<file path="src/rtl/fibo_req_scheduler_pkg.sv">
// Shared definitions for the Fibonacci request scheduler and its datapath.
//   state_t         : scheduler FSM encoding (IDLE / RUN / DONE)
//   DEF_*           : default parameter values used by the modules
//   FIB_MAX_IDX_32  : largest n whose Fib(n) still fits in 32 bits
package fibo_req_scheduler_pkg;

    typedef enum logic [1:0] {
        S_IDLE = 2'd0,
        S_RUN  = 2'd1,
        S_DONE = 2'd2
    } state_t;

    localparam int DEF_N_REQ      = 4;
    localparam int DEF_WIDTH      = 32;
    localparam int DEF_IDX_W      = 6;
    localparam int FIB_MAX_IDX_32 = 47;

endpackage

</file>
<file path="src/rtl/fibo_req_scheduler_step.sv">
// fibo_step: iterative Fibonacci pair register with sticky overflow tracking.
// Holds a=Fib(k), b=Fib(k+1). 'load' restarts at k=0, 'step' advances k by one.
// Ports:
//   clk, rst   clock, asynchronous active-high reset
//   load       restart the sequence (a=0, b=1, overflow flags cleared)
//   step       advance one term (ignored while load is high)
//   a          current term Fib(k), wrapped to WIDTH bits
//   ovf_a      1 when the true Fib(k) does not fit in WIDTH bits
module fibo_step
    import fibo_req_scheduler_pkg::*;
#(
    parameter int WIDTH = DEF_WIDTH
) (
    input  logic             clk,
    input  logic             rst,
    input  logic             load,
    input  logic             step,
    output logic [WIDTH-1:0] a,
    output logic             ovf_a
);

    logic [WIDTH-1:0] a_reg;
    logic [WIDTH-1:0] b_reg;
    logic             ovf_a_reg;
    logic             ovf_b_reg;
    logic [WIDTH:0]   sum_next;

    // One extra bit captures the carry-out of the wrapped addition.
    assign sum_next = {1'b0, a_reg} + {1'b0, b_reg};

    always_ff @(posedge clk or posedge rst) begin
        if (rst) begin
            a_reg     <= '0;
            b_reg     <= '0;
            ovf_a_reg <= 1'b0;
            ovf_b_reg <= 1'b0;
        end else if (load) begin
            a_reg     <= '0;
            b_reg     <= WIDTH'(1);
            ovf_a_reg <= 1'b0;
            ovf_b_reg <= 1'b0;
        end else if (step) begin
            a_reg     <= b_reg;
            b_reg     <= sum_next[WIDTH-1:0];
            ovf_a_reg <= ovf_b_reg;
            // Once any term has overflowed, every later term is too large as well.
            ovf_b_reg <= ovf_b_reg | ovf_a_reg | sum_next[WIDTH];
        end
    end

    assign a     = a_reg;
    assign ovf_a = ovf_a_reg;

endmodule

</file>
<file path="src/rtl/fibo_req_scheduler.sv">
// fibo_req_scheduler: round-robin sharing of one iterative Fibonacci datapath
// among N_REQ requesters, one job in flight, valid/ready response port.
// Ports:
//   clk, rst    clock, asynchronous active-high reset
//   req         per-requester request level
//   req_n       requested index, requester i at [i*IDX_W +: IDX_W]
//   gnt         one-hot single-cycle accept pulse
//   busy        high while a job is running or its result is pending
//   rsp_valid   result available; rsp_ready accepts it
//   rsp_id      requester owning the result
//   rsp_value   Fib(n) mod 2**WIDTH
//   rsp_ovf     true Fib(n) did not fit in WIDTH bits
module fibo_req_scheduler
    import fibo_req_scheduler_pkg::*;
#(
    parameter int N_REQ = DEF_N_REQ,
    parameter int WIDTH = DEF_WIDTH,
    parameter int IDX_W = DEF_IDX_W,
    localparam int ID_W = (N_REQ > 1) ? $clog2(N_REQ) : 1
) (
    input  logic                   clk,
    input  logic                   rst,
    input  logic [N_REQ-1:0]       req,
    input  logic [N_REQ*IDX_W-1:0] req_n,
    output logic [N_REQ-1:0]       gnt,
    output logic                   busy,
    output logic                   rsp_valid,
    input  logic                   rsp_ready,
    output logic [ID_W-1:0]        rsp_id,
    output logic [WIDTH-1:0]       rsp_value,
    output logic                   rsp_ovf
);

    localparam logic [ID_W:0]   NREQ_X = (ID_W + 1)'(N_REQ);
    localparam logic [ID_W-1:0] LAST_ID = ID_W'(N_REQ - 1);

    state_t             state_reg;
    logic [ID_W-1:0]    ptr_reg;
    logic [ID_W-1:0]    id_reg;
    logic [IDX_W-1:0]   n_reg;
    logic [IDX_W-1:0]   k_reg;
    logic [N_REQ-1:0]   gnt_reg;
    logic               rsp_valid_reg;
    logic [ID_W-1:0]    rsp_id_reg;
    logic [WIDTH-1:0]   rsp_value_reg;
    logic               rsp_ovf_reg;

    logic [IDX_W-1:0]   req_n_arr [N_REQ];
    logic [2*N_REQ-1:0] req_dbl;
    logic [N_REQ-1:0]   req_rot;
    logic [ID_W-1:0]    off;
    logic [ID_W:0]      sum_idx;
    logic [ID_W-1:0]    sel;
    logic [ID_W-1:0]    ptr_next;
    logic               start;
    logic               step;
    logic [WIDTH-1:0]   fib_a;
    logic               fib_ovf_a;

    generate
        for (genvar gi = 0; gi < N_REQ; gi++) begin : g_idx
            assign req_n_arr[gi] = req_n[gi*IDX_W +: IDX_W];
        end
    endgenerate

    // Rotate the request vector so the pointer position lands on bit 0; the
    // lowest set bit of the rotated vector is then the round-robin winner.
    assign req_dbl = {req, req} >> ptr_reg;
    assign req_rot = req_dbl[N_REQ-1:0];

    always_comb begin
        off = '0;
        for (int j = N_REQ - 1; j >= 0; j--) begin
            if (req_rot[j]) begin
                off = ID_W'(j);
            end
        end
        sum_idx = {1'b0, ptr_reg} + {1'b0, off};
        if (sum_idx >= NREQ_X) begin
            sum_idx = sum_idx - NREQ_X;
        end
        sel = sum_idx[ID_W-1:0];
    end

    assign ptr_next = (sel == LAST_ID) ? '0 : sel + 1'b1;
    assign start    = (state_reg == S_IDLE) && (|req);
    assign step     = (state_reg == S_RUN) && (k_reg != n_reg);

    fibo_step #(
        .WIDTH (WIDTH)
    ) u_step (
        .clk   (clk),
        .rst   (rst),
        .load  (start),
        .step  (step),
        .a     (fib_a),
        .ovf_a (fib_ovf_a)
    );

    always_ff @(posedge clk or posedge rst) begin
        if (rst) begin
            state_reg     <= S_IDLE;
            ptr_reg       <= '0;
            id_reg        <= '0;
            n_reg         <= '0;
            k_reg         <= '0;
            gnt_reg       <= '0;
            rsp_valid_reg <= 1'b0;
            rsp_id_reg    <= '0;
            rsp_value_reg <= '0;
            rsp_ovf_reg   <= 1'b0;
        end else begin
            gnt_reg <= '0;
            case (state_reg)
                S_IDLE: begin
                    if (start) begin
                        gnt_reg   <= N_REQ'(1) << sel;
                        id_reg    <= sel;
                        n_reg     <= req_n_arr[sel];
                        k_reg     <= '0;
                        ptr_reg   <= ptr_next;
                        state_reg <= S_RUN;
                    end
                end
                S_RUN: begin
                    if (k_reg == n_reg) begin
                        rsp_valid_reg <= 1'b1;
                        rsp_id_reg    <= id_reg;
                        rsp_value_reg <= fib_a;
                        rsp_ovf_reg   <= fib_ovf_a;
                        state_reg     <= S_DONE;
                    end else begin
                        k_reg <= k_reg + 1'b1;
                    end
                end
                S_DONE: begin
                    // New requests are deliberately ignored here; they are
                    // arbitrated in the IDLE cycle that follows the handshake.
                    if (rsp_ready) begin
                        rsp_valid_reg <= 1'b0;
                        state_reg     <= S_IDLE;
                    end
                end
                default: begin
                    state_reg <= S_IDLE;
                end
            endcase
        end
    end

    assign gnt       = gnt_reg;
    assign busy      = (state_reg != S_IDLE);
    assign rsp_valid = rsp_valid_reg;
    assign rsp_id    = rsp_id_reg;
    assign rsp_value = rsp_value_reg;
    assign rsp_ovf   = rsp_ovf_reg;

endmodule

</file>
<file path="config.mk">
export PLATFORM = sky130hd
export DESIGN_NAME = fibo_req_scheduler
export DESIGN_NICKNAME = d
export VERILOG_FILES = /design/src/rtl/fibo_req_scheduler_pkg.sv /design/src/rtl/fibo_req_scheduler_step.sv /design/src/rtl/fibo_req_scheduler.sv
export SDC_FILE = /design/constraint.sdc
export NUM_CORES = 1
export LEC_CHECK = 0
export ABC_AREA = 1
export BUFFER_PORTS_ARGS = -buffer_cell sky130_fd_sc_hd__buf_2
export CAP_MARGIN = 20
export CORE_MARGIN = 2
export CORE_UTILIZATION = 60
export DETAILED_ROUTE_END_ITERATION = 16
export PLACE_DENSITY = 0.92
export RECOVER_POWER = 50
export REMOVE_ABC_BUFFERS = 1
export SYNTH_ARGS = -nofsm -noshare
export SYNTH_HDL_FRONTEND = slang
export SYNTH_SLANG_ARGS = --single-unit
</file>
<file path="constraint.sdc">
create_clock -name clk -period 4.9 [get_ports clk]
set_input_delay 0.49 -clock clk [delete_from_list [all_inputs] [get_ports clk]]
set_output_delay 0.49 -clock clk [all_outputs]
set_load 0.05 [all_outputs]
</file>
==> results.json <==
{
  "synth_edf_count": 0,
  "hp-start": "rsp_ready",
  "r2r_slack_ps": 1990,
  "maxCapViolations": 1,
  "die-area_um2": 13600,
  "synthAdderAreaFrac_pct": 6.49,
  "simple_gate_portion_of_the_synthesized_area_pct": 33.5,
  "setup.worst_path.start_class": "primary input",
  "hold_path_depth": 2,
  "routability_congestion": 0.885,
  "cts_tree": "yes",
  "cpPeakStageDelay_ps": 1530,
  "ys.warnings.count": 0,
  "dieWidth_um": 117,
  "grt_pass1_vias": 6861,
  "floorplan.die.height_um": 117,
  "cts.reportedPaths.clkPinSlew_ps": 60,
  "antenna_found_initial": 0,
  "worst_skew_pair.late_latency_ps": 430,
  "top_signal_layer_used": "met4",
  "synth_largest_area_cell": "sky130_fd_sc_hd__dfrtp_1",
  "ys_types": 34,
  "hold_violations": 0,
  "placementRows": 41,
  "period_needed_ps": 3020,
  "min_path_type": "in2reg",
  "track_usage_pct": 29.2,
  "timing_worst_slew_pin_value_ps": 2060,
  "ctsHtreeMaxLevel": 4,
  "postSynthRegisterBits": 124,
  "crit_path_top_delay_cell": "sky130_fd_sc_hd__clkbuf_1",
  "synth_compound_area_share_pct": 5.87,
  "start_util_pct": 61.0,
  "top_level_ports": 72,
  "share_of_cells_above_drive_strength_1_pct": 8.60,
  "final_nets": 1243,
  "wl_met1_um": 7880,
  "status": "finished, violations left",
  "async_set_reset_flop_share_out_of_synthesis_pct": 100,
  "critPathArrivalTime_ps": 3150,
  "worst_r2r_path_depth": 9,
  "vias": 6971,
  "synth_area_leaders": "sky130_fd_sc_hd__dfrtp_1 (41%), sky130_fd_sc_hd__nand2_1 (24%), sky130_fd_sc_hd__inv_1 (7.9%), sky130_fd_sc_hd__ha_1 (6.2%), sky130_fd_sc_hd__nand3_1 (4.3%)",
  "syn_inst": 1104,
  "path_delay_family": "buffers and inverters",
  "routed_wire_length_per_instance_um": 13.5,
  "cts-buffers-inserted": 17,
  "ant_nets": 0,
  "max_slew_margin_pct": -37.2,
  "worstPathMaxFanout": 39,
  "r2r_start": "k_reg[2]$_DFFE_PP0P_",
  "placeable_area_um2": 12500,
  "synth_mux_area_share_pct": 1.57,
  "timing.rr.end": "u_step.a[9]$_DFFE_PP0P_",
  "drt_first_iter_violations": 458,
  "largest_net_degree_at_the_start_of_global_routing": 87,
  "cts_num_sinks": 124,
  "grt_first_pass_wirelength_um": 31100,
  "synth_top_flop_cell": "sky130_fd_sc_hd__dfrtp_1",
  "overflow": 0,
  "netlist_area_um2": 7630,
  "areaGrowthSynthToFinish_pct": 13.8,
  "ys_seq_area_share_pct": 40.7,
  "layout_worst_path_cycle_share_pct": 61.7,
  "worst-path-buf-inv": 4,
  "wirelength_um": 18300,
  "drt-pass1-iter-count": 5,
  "postPlaceCellArea_um2": 8080,
  "slew_viol_final": 40,
  "detailedPlacementHpwl_um": 12900,
  "post-synth-top-area-fraction_pct": 40.7,
  "synthesized_area_per_cell_um2": 6.91,
  "ctsRootBufferMaster": "sky130_fd_sc_hd__clkbuf_16",
  "most_used_standard_cell_by_instance_count_after_synthesis": "sky130_fd_sc_hd__nand2_1",
  "design_area_um2": 8680,
  "met3_wirelength_um": 768,
  "synth_top_family_by_area": "simple AND/OR/NAND/NOR gates",
  "synth_commonest_cells": "sky130_fd_sc_hd__nand2_1 (483), sky130_fd_sc_hd__inv_1 (161), sky130_fd_sc_hd__dfrtp_1 (124)",
  "post_cts.resized_instances": 0,
  "synth-xor-area-share_pct": 1.72,
  "number_of_antenna_repair_diodes": 0,
  "placement.io_buffers": 71,
  "failed_checks": "max-capacitance violations, max-slew violations",
  "final.setup_skew_ps": 8.42,
  "detail_route.vias_per_cell": 5.13,
  "peak_freq_mhz": 331,
  "wl_met2_um": 9190,
  "final-setup-viol-count": 0,
  "rsz0062_at_grt": "no",
  "max-clock-path-buffers": 2,
  "final_setup_tns_ps": 0,
  "timing_worst_setup_path_type": "in2async",
  "setup.worst_path.end_class": "asynchronous set/reset pin",
  "crit_path_cells": "dlygate4sd3_1 > buf_2 > clkinvlp_2 > clkbuf_1",
  "remaining_drc_errors": 0,
  "endpoint_of_the_worst_hold_path": "state_reg[1]$_DFFE_PP0P_",
  "critPathRequiredTime_ps": 5030
}
-- cells in the final DEF, fill, tap and decap left out, types with 2 or more instances in the layout --
cell	netlist	final
sky130_fd_sc_hd__dfrtp_1	124	124
sky130_fd_sc_hd__clkinv_2	0	3
sky130_fd_sc_hd__nand2_1	483	483
sky130_fd_sc_hd__and2_1	3	3
sky130_fd_sc_hd__clkbuf_16	0	17
sky130_fd_sc_hd__o21ai_1	10	10
sky130_fd_sc_hd__nor2_1	60	60
sky130_fd_sc_hd__nand2_4	2	2
sky130_fd_sc_hd__nand3b_1	3	3
sky130_fd_sc_hd__buf_2	16	51
sky130_fd_sc_hd__ha_1	38	38
sky130_fd_sc_hd__inv_1	161	160
sky130_fd_sc_hd__o21ai_0	35	35
sky130_fd_sc_hd__nor3_1	8	8
sky130_fd_sc_hd__bufinv_16	0	3
sky130_fd_sc_hd__mux2i_1	12	12
sky130_fd_sc_hd__clkbuf_1	4	22
sky130_fd_sc_hd__clkinvlp_4	0	4
sky130_fd_sc_hd__xor2_1	6	6
sky130_fd_sc_hd__clkinv_4	0	3
sky130_fd_sc_hd__a21oi_1	21	21
sky130_fd_sc_hd__o22ai_1	14	14
sky130_fd_sc_hd__xnor2_1	9	9
sky130_fd_sc_hd__inv_2	8	8
sky130_fd_sc_hd__nand3_1	66	66
sky130_fd_sc_hd__nand2_2	3	3
sky130_fd_sc_hd__nand4_1	2	2
sky130_fd_sc_hd__o21bai_1	3	3
-- final cells by class --
cell class,count,area [µm²]
timing repair buffer,75,379
inverter,169,636
fill,1091,3830
tap,172,215
sequential,124,3100
clock buffer,18,429
clock inverter,14,170
multi-input combinational,786,3750
-- worst max path at each step --
stage	cells after the start	startpoint	to	slack, ps
floorplan	1	rst	gnt[0]$_DFF_PP0_	1110
global placement	8	req[1]	k_reg[2]$_DFFE_PP0P_	2250
detailed placement	8	req[3]	u_step.b_reg[27]$_DFFE_PP0P_	2110
CTS	9	k_reg[2]$_DFFE_PP0P_	u_step.a[9]$_DFFE_PP0P_	2050
global route	4	rst	u_step.a[19]$_DFFE_PP0P_	1330
finish	4	rst	rsp_value[25]$_DFFE_PP0P_	1880
-- layer usage --
metal	GRT usage, %	vias up
li1	-	3526
met1	35.8	3243
met2	51.4	167
met3	5.66	35
met4	10.7	0
met5	0	-
-- through the flow --
step	std cells	setup slack, ps	util (%)	hold slack [ps]
6_report	1358	1880	69.4	272
5_1_grt	1358	1330	69.4	276
4_1_cts	1356	2050	69.3	264
2_1_floorplan	1079	1110	-	450
3_3_place_gp	1324	2250	64.5	448
3_5_place_dp	1324	2110	64.5	453
-- cell families after synthesis --
family                     Yosys count
and+or+nand+nor                    636
AOI/OAI and AO/OA                   84
DFF                                124
xor gates and xnor gates            15
muxes                               12
adders and majority gates           39
buffers and inverters              194
-- what timing repair did --
| item | 4_1_cts | 5_1_grt |
|---|---|---|
| endpoints found under the hold margin | 0 | 13 |
| endpoints found under the setup margin | 0 | 0 |
| setup buffers | 0 | 0 |
| hold buffers | 0 | 1 |
Power is left out: the tool's default activity adds up to more than one toggle a clock period on the data nets, which glitch-free logic cannot reach.
